<file path="config.mk">
export PLATFORM = sky130hd
export DESIGN_NAME = snake_line_renderer
export DESIGN_NICKNAME = d
export VERILOG_FILES = /design/src/rtl/snake_line_renderer.sv
export SDC_FILE = /design/constraint.sdc
export NUM_CORES = 1
export LEC_CHECK = 0
export CAP_MARGIN = 5
export CORE_ASPECT_RATIO = 0.75
export CORE_MARGIN = 4
export CORE_UTILIZATION = 45
export DETAILED_ROUTE_END_ITERATION = 10
export PLACE_DENSITY = 0.69
export SYNTH_ARGS = -nofsm -noshare
export SYNTH_HDL_FRONTEND = slang
export SYNTH_SLANG_ARGS = --single-unit
</file>
<file path="constraint.sdc">
create_clock -name clk_50MHz -period 8.8 [get_ports clk_50MHz]
set_input_delay 1.76 -clock clk_50MHz [delete_from_list [all_inputs] [get_ports clk_50MHz]]
set_output_delay 1.76 -clock clk_50MHz [all_outputs]
set_load 0.02 [all_outputs]
</file>
<file path="src/rtl/snake_line_renderer.sv">
// snake_line_renderer: builds one playfield row per request.
// The body store is walked node by node. Apple and body cells are ORed into a
// back buffer, which is then swapped to the front buffer in a single cycle.
// The front buffer holds still between line_valid pulses, so the scan-out
// side can read it at any time.
module snake_line_renderer #(
    parameter int GRID_W    = 40,
    parameter int GRID_H    = 30,
    parameter int MAX_NODES = 16,
    parameter int CW        = 6,
    parameter int NW        = $clog2(MAX_NODES)
) (
    input  logic              clk_50MHz,
    input  logic              rst,
    input  logic              line_req,
    input  logic [CW-1:0]     line_y,
    input  logic [NW:0]       length,
    input  logic              apple_en,
    input  logic [CW-1:0]     apple_x,
    input  logic [CW-1:0]     apple_y,
    output logic [NW-1:0]     node_idx,
    input  logic [CW-1:0]     node_x,
    input  logic [CW-1:0]     node_y,
    output logic [GRID_W-1:0] line_vram,
    output logic              line_valid,
    output logic              busy,
    output logic              head_on_line,
    output logic              apple_hit,
    output logic              overrun
);

    localparam logic [CW:0] GRID_W_C = (CW+1)'(GRID_W);
    localparam logic [CW:0] GRID_H_C = (CW+1)'(GRID_H);
    localparam logic [NW:0] MAX_L_C  = (NW+1)'(MAX_NODES);

    typedef enum logic [1:0] {IDLE, ISSUE, DRAIN, SWAP} state_t;

    // One-hot row mask for column x; an all-zero mask when en is low.
    function automatic logic [GRID_W-1:0] cell_mask(input logic [CW-1:0] x, input logic en);
        logic [GRID_W-1:0] m;
        m = '0;
        for (int i = 0; i < GRID_W; i++) begin
            if (en && (x == CW'(i))) begin
                m[i] = 1'b1;
            end else begin
                m[i] = 1'b0;
            end
        end
        return m;
    endfunction

    state_t            state_r;
    logic [CW-1:0]     line_y_r;
    logic [CW-1:0]     apple_x_r;
    logic              apple_row_r;
    logic              row_ok_r;
    logic [NW:0]       len_r;
    logic [GRID_W-1:0] back_r;
    logic              pend_r;
    logic              pend_head_r;
    logic              head_r;
    logic              hit_r;

    logic [NW:0] eff_len_s;
    logic        row_ok_s;
    logic        apple_row_s;
    logic        node_on_row_s;
    logic        node_x_ok_s;
    logic        last_idx_s;

    // The effective length saturates at the store depth. Rows past the playfield
    // bottom and off-grid apples contribute nothing.
    assign eff_len_s     = (length > MAX_L_C) ? MAX_L_C : length;
    assign row_ok_s      = ({1'b0, line_y} < GRID_H_C);
    assign apple_row_s   = apple_en && (apple_y == line_y) && ({1'b0, apple_x} < GRID_W_C) && row_ok_s;
    assign node_on_row_s = pend_r && row_ok_r && (node_y == line_y_r);
    assign node_x_ok_s   = ({1'b0, node_x} < GRID_W_C);
    assign last_idx_s    = ({1'b0, node_idx} == (len_r - (NW+1)'(1)));

    // Render FSM: captures the request, walks the body store, accumulates cells and swaps buffers.
    always_ff @(posedge clk_50MHz or posedge rst) begin
        if (rst) begin
            state_r      <= IDLE;
            line_y_r     <= '0;
            apple_x_r    <= '0;
            apple_row_r  <= 1'b0;
            row_ok_r     <= 1'b0;
            len_r        <= '0;
            back_r       <= '0;
            pend_r       <= 1'b0;
            pend_head_r  <= 1'b0;
            head_r       <= 1'b0;
            hit_r        <= 1'b0;
            node_idx     <= '0;
            line_vram    <= '0;
            line_valid   <= 1'b0;
            busy         <= 1'b0;
            head_on_line <= 1'b0;
            apple_hit    <= 1'b0;
            overrun      <= 1'b0;
        end else begin
            line_valid  <= 1'b0;
            pend_r      <= 1'b0;
            pend_head_r <= 1'b0;

            if (line_req && (state_r != IDLE)) begin
                overrun <= 1'b1;
            end else begin
                overrun <= overrun;
            end

            // A store read issued last cycle returns now; fold it into the back buffer.
            if (pend_r) begin
                back_r <= back_r | cell_mask(node_x, node_on_row_s && node_x_ok_s);
                if (pend_head_r) begin
                    head_r <= node_on_row_s;
                    hit_r  <= node_on_row_s && apple_row_r && (node_x == apple_x_r);
                end else begin
                    head_r <= head_r;
                    hit_r  <= hit_r;
                end
            end else begin
                back_r <= back_r;
            end

            case (state_r)
                IDLE: begin
                    if (line_req) begin
                        line_y_r    <= line_y;
                        apple_x_r   <= apple_x;
                        apple_row_r <= apple_row_s;
                        row_ok_r    <= row_ok_s;
                        len_r       <= eff_len_s;
                        back_r      <= cell_mask(apple_x, apple_row_s);
                        head_r      <= 1'b0;
                        hit_r       <= 1'b0;
                        busy        <= 1'b1;
                        // An empty body still takes the drain cycle, so every row keeps the same pipeline shape.
                        state_r     <= (eff_len_s != '0) ? ISSUE : DRAIN;
                    end else begin
                        state_r <= IDLE;
                    end
                end
                ISSUE: begin
                    pend_r      <= 1'b1;
                    pend_head_r <= (node_idx == '0);
                    if (last_idx_s) begin
                        state_r <= DRAIN;
                    end else begin
                        node_idx <= node_idx + NW'(1);
                    end
                end
                DRAIN: begin
                    state_r <= SWAP;
                end
                SWAP: begin
                    line_vram    <= back_r;
                    head_on_line <= head_r;
                    apple_hit    <= hit_r;
                    line_valid   <= 1'b1;
                    busy         <= 1'b0;
                    node_idx     <= '0;
                    state_r      <= IDLE;
                end
                default: begin
                    state_r <= IDLE;
                end
            endcase
        end
    end

endmodule

</file>
==> results of run 1 <==
-- cells in the final DEF, fill, tap and decap left out, types with 7 or more instances in the layout --
cell	instances
dfrtp_1	114
clkdlybuf4s50_1	87
nand2_1	82
mux2_2	42
o21ai_0	33
a32oi_1	20
clkbuf_16	17
nand3_1	16
inv_1	12
xnor2_1	12
o211ai_1	12
nor2_1	11
xor2_1	10
a22oi_1	9
nand4_1	7
-- power breakdown --
group	switching [W]	internal, W	leakage, nW
combinational	0.000216	0.000152	1.17
clock	0.000231	0.000514	0.317
sequential	0.0000610	0.000584	1.55
-- cell families (layout without fill, tap and decap cells) --
group,count (synthesis),in the layout,share of synthesized area (%)
simple gates,168,168,16.5
flops,114,114,53.8
compound gates,91,91,12.0
mux,44,44,9.29
buf+inv,39,135,3.11
xor+xnor,22,22,3.63
fa+ha+maj,7,7,1.65
-- state kept, by name, summed over array words and instances (netlist names), 2 cells and up --
register,cells
node_idx,4
back_r,40
apple_x_r,6
state_r,2
len_r,5
line_y_r,6
line_vram,40
-- layer usage --
metal / global-route usage [%] / vias to the layer above / wire [um]
met5: 0 / - / 0
met4: 7.75 / 0 / 201
met3: 5.46 / 17 / 712
met2: 32.1 / 129 / 6000
met1: 27.9 / 2093 / 6270
li1: - / 1928 / -
-- per-stage QoR --
step	power (W)	util (%)	instance area, sq um
finish	0.00176	59.9	6930
global route	0.00184	59.9	6930
CTS	0.00177	59.9	6930
detailed placement	0.00102	54.3	6290
global placement	0.00101	54.3	6290
floorplan	0.000902	-	5300
-- worst max-delay path: stages --
cell and delay, ps:
clkdlybuf4s50_1 510, and2_1 140, buf_4 260, o2111ai_1 290, nor4_4 830, nand4_1 230, o211ai_1 160
-- cell type report --
type / count / area [sq um] / area share [%]
Timing Repair Buffer: 90 / 893 / 12.9
Tap cell: 162 / 203 / 2.92
Clock inverter: 11 / 183 / 2.64
Inverter: 13 / 51.3 / 0.740
Sequential cell: 114 / 2850 / 41.2
Multi-Input combinational cell: 332 / 2290 / 33.0
Clock buffer: 21 / 460 / 6.64
-- worst paths after layout --
check / startpoint / slack, ps / endpoint / cells after the start
min in group asynchronous: rst / 1810 / line_valid / 2
min reg2reg: overrun / 470 / overrun / 1
max: line_req / 4920 / back_r[27] / 7
max in group asynchronous: rst / 5750 / back_r[23] / 3
max reg2reg: state_r[1] / 6060 / back_r[27] / 8
min: overrun / 470 / overrun / 1
==> run_results.csv, run 1 <==
group,metric,value,unit
outcome,status,"finished clean",
layout,drive_gt1_share,14.5,%
power_and_ir_drop,power_density,254,nW/um^2
sta,hold_viol,0,
grt,grt_overflow,0,
layout,diodes,0,
route,post_drt_wl_per_cell,17.8,um
critical_path,cp.arrival,4200,ps
synth,synthTopCellsByCount,"dfrtp_1, nand2_1, mux2_2",
floorplanning,core_area,11600,sq um
floorplanning,boundaryPins,88,
layout,nFillCells,987,
placement,place_inst,711,
synth,synth-main-ff-cell,"dfrtp_1",
route,drt_wl_total,13200,um
floorplanning,start_util,45.8,%
clock_tree,root_buffer,"clkbuf_16",
critical_path,cp-start-kind,"primary input",
grt,grt_pass1_vias,4275,
clock_tree,worstSkewPairLatency,410,ps
synth,ys_ff_latch,114,
layout,area_delta_synth_final,30.7,%
synth,synthMostInstantiatedCell,"dfrtp_1",
critical_path,required,9120,ps
sta,setup_viol,0,
clock_tree,post_cts_buffers,0,
floorplanning,fp.dieArea,13600,sq um
route,first_pass_iters,4,
floorplanning,die_h,102,um
synth,synth_edf_count,0,
grt,grt_usage,20.5,%
power_and_ir_drop,vdd_drop_max,0.130,mV
sta,holdWs,470,ps
critical_path,path_class,"primary input to register",
sta,clock_skew,5.65,ps
sta,rsz0062_at_grt,"no",
floorplanning,rows,34,
clock_tree,htreeDepth,4,
clock_tree,ctsHoldBuffers,0,
placement,port_buffers,87,
worst_hold_path,hp-class,"register to register",
flow_run,maxCapViolations,0,
route,first_iter_violations,306,
sta,timing.fmax,258,MHz
placement,dp_hpwl,9180,um
critical_path,crit_path_end_kind,"register",
clock_tree,cts.sinks,114,
route,vias,4167,
synth,synth_area,5300,sq um
synth,synth_top_area_share,53.8,%
synth,seq_area_frac_synth,53.8,%
layout,fin_nets,614,
layout,layout.cells.non_filler,743,
grt,antenna_found_initial,0,
clock_tree,clockBufferDepth,2,
clock_tree,cts_resized,0,
synth,yosys-top-cells-area,"dfrtp_1, mux2_2, nand2_1, a32oi_1, o21ai_0",
route,detail_route.vias_per_cell,5.61,
sta,tightest_slew,1170,ps
sta,drv_slew,0,
power_and_ir_drop,p_leak,3.04,nW
sta,slew_headroom,22.2,%
clock_tree,clkTransAtPathRegs,50,ps
route,route.detailed.drc,0,
synth,synthArstFlopShare,100,%
critical_path,cp_max_fo,26,
sta,fin_crit_sh,44.1,%
synth,synth_top_area_cell,"dfrtp_1",
synth,synthCells,485,
route,drtAntennaViolNets,0,
synth,syn_area_per_cell,10.9,sq um
clock_tree,cts_tree,"done",
grt,grt_pass1_wl,22000,um
grt,grt_max_degree,61,
synth,synth_nets,531,
placement,pre_cts_ws,4570,ps
placement,place_congestion,0.821,
sta,setup_slack,4920,ps
clock_tree,cts_buffers,17,
synth,synth.distinct_cells,46,
sta,fin_setup_tns,0,ps
sta,post-route-min-period,3880,ps
synth,synth_warnings,0,
floorplanning,die_w,133,um
No activity file was read; power rests on OpenSTA's default activity.
==> run 2, diff against run 1 <==
PLACE_DENSITY = 0.72   (was 0.69)
clock period = 3.2 ns   (was 8.8 ns; I/O delays follow)
==> run 2 against run 1 <==
Net effect: combinational power increased to 2.9 times the previous value; setup slack lost 4200 ps; routed wire length grew 3.0%; global-route usage is 0.23 points higher; register-to-register slack worse by 5200 ps; total power grew to 2.8 times the previous value; utilization grew 1.0 points; cell count rose by 1.3%; largest cell class unchanged; largest power group unchanged.
==> run_results.csv, run 2 (synthesis results as in run 1) <==
group,metric,value,unit
outcome,status,"finished clean",
sta,hold_viol,0,
clock_tree,htreeDepth,4,
critical_path,cp.arrival,2760,ps
power_and_ir_drop,p_leak,3.10,nW
layout,final_cell_mix,"dfrtp_1, clkdlybuf4s50_1, nand2_1",
floorplanning,boundaryPins,88,
sta,fin_crit_sh,76.1,%
sta,clock_skew,6.75,ps
clock_tree,ctsHoldBuffers,0,
layout,nFillCells,932,
route,drt_wl_total,13600,um
critical_path,crit_path_end_kind,"register",
grt,grt_pass1_wl,22000,um
placement,port_buffers,87,
placement,place_congestion,0.832,
clock_tree,root_buffer,"clkbuf_16",
clock_tree,post_cts_buffers,0,
floorplanning,fp.dieArea,13600,sq um
grt,grt_overflow,0,
floorplanning,rows,34,
critical_path,worstReg2RegStart,"state_r[0]",
route,post_drt_wl_per_cell,18.0,um
layout,area_delta_synth_final,32.9,%
route,drtAntennaViolNets,0,
placement,dp_hpwl,9750,um
grt,grt_pass1_vias,4232,
route,first_pass_iters,5,
clock_tree,cts_tree,"done",
layout,top_regs,"back_r x40, line_vram x40",
critical_path,cp_max_fo,8,
clock_tree,cts_buffers,17,
power_and_ir_drop,power_density,698,nW/um^2
critical_path,required,3520,ps
sta,post-route-min-period,2430,ps
floorplanning,start_util,45.8,%
flow_run,maxCapViolations,0,
worst_hold_path,hp-start,"overrun",
route,first_iter_violations,347,
clock_tree,clockBufferDepth,2,
grt,grt_usage,20.8,%
sta,drv_slew,0,
power_and_ir_drop,finalPower,0.00492,W
route,detail_route.vias_per_cell,5.54,
floorplanning,die_w,133,um
sta,timing.fmax,411,MHz
sta,tightest_slew,769,ps
layout,diodes,0,
grt,grt_max_degree,50,
layout,mostFrequentLayoutCell,"dfrtp_1",
critical_path,cp-start-kind,"primary input",
clock_tree,cts_resized,0,
floorplanning,die_h,102,um
sta,slew_headroom,48.8,%
clock_tree,clkTransAtPathRegs,60,ps
layout,drive_gt1_share,16.2,%
grt,antenna_found_initial,0,
clock_tree,cts.sinks,114,
worst_hold_path,hp-class,"register to register",
route,route.detailed.drc,0,
floorplanning,core_area,11600,sq um
power_and_ir_drop,vdd_drop_max,0.381,mV
route,vias,4175,
sta,fin_setup_tns,0,ps
layout,fin_nets,624,
sta,setup_viol,0,
sta,rsz0062_at_grt,"no",
clock_tree,worstSkewPairLatency,410,ps
critical_path,path_class,"primary input to register",
critical_path,startpoint,"line_y[3]",
[run 2: cell types whose count changed in the layout (fill, tap and decap cells not counted), sizes merged]
cell      previous run  this run
clkinvlp             1         3
buf                  3        13
clkbuf              21        19
[run 2: report_power, final]
group / internal (W) / total, W / switching [W]
Sequential: 0.00160 / 0.00177 / 0.000161
Clock: 0.00142 / 0.00210 / 0.000680
Combinational: 0.000438 / 0.00105 / 0.000613
Total: 0.00346 / 0.00492 / 0.00145
[run 2: final timing paths]
path                                      end  slack [ps]  depth (start not counted)
worst min register to register        overrun         460                          1
max in group asynchronous       line_vram[24]        1860                          3
worst max register to register      back_r[4]         900                          6
worst min-delay path                  overrun         460                          1
min in group asynchronous        line_vram[5]         680                          2
worst max-delay path                back_r[4]         770                          5
[run 2: critical path: stages]
cell	delay [ps]
clkdlybuf4s50_1	480
a41oi_1	300
o2111ai_1	320
or4_1	780
o211ai_1	230
[run 2: layout make-up]
cell class              count  area, sq um  area share, %
flip-flops and latches    114         2850           40.5
multi-input cells         332         2290           32.5
clock buffers              19          453           6.43
repair buffers            100          993           14.1
well taps                 162          203           2.88
clock inverters            13          206           2.93
inverters                  13         52.6          0.745
[run 2: through the flow]
step | hold slack [ps] | std cells | area (sq um) | worst slack (ps) | util (%)
final | 458 | 753 | 7050 | 765 | 60.9
after global routing | 494 | 753 | 7050 | 506 | 60.9
after CTS | 458 | 753 | 7050 | 787 | 60.9
after detailed placement | 445 | 721 | 6390 | 360 | 55.2
after global placement | 440 | 721 | 6390 | 460 | 55.2
after floorplan | 446 | 485 | 5310 | 987 | -
[run 2: per-layer routing]
metal	track usage (%)	share of wire, %
met2	33.7	48
met4	8.22	1.3
met3	4.63	6.4
met1	27.6	44
met5	0	0
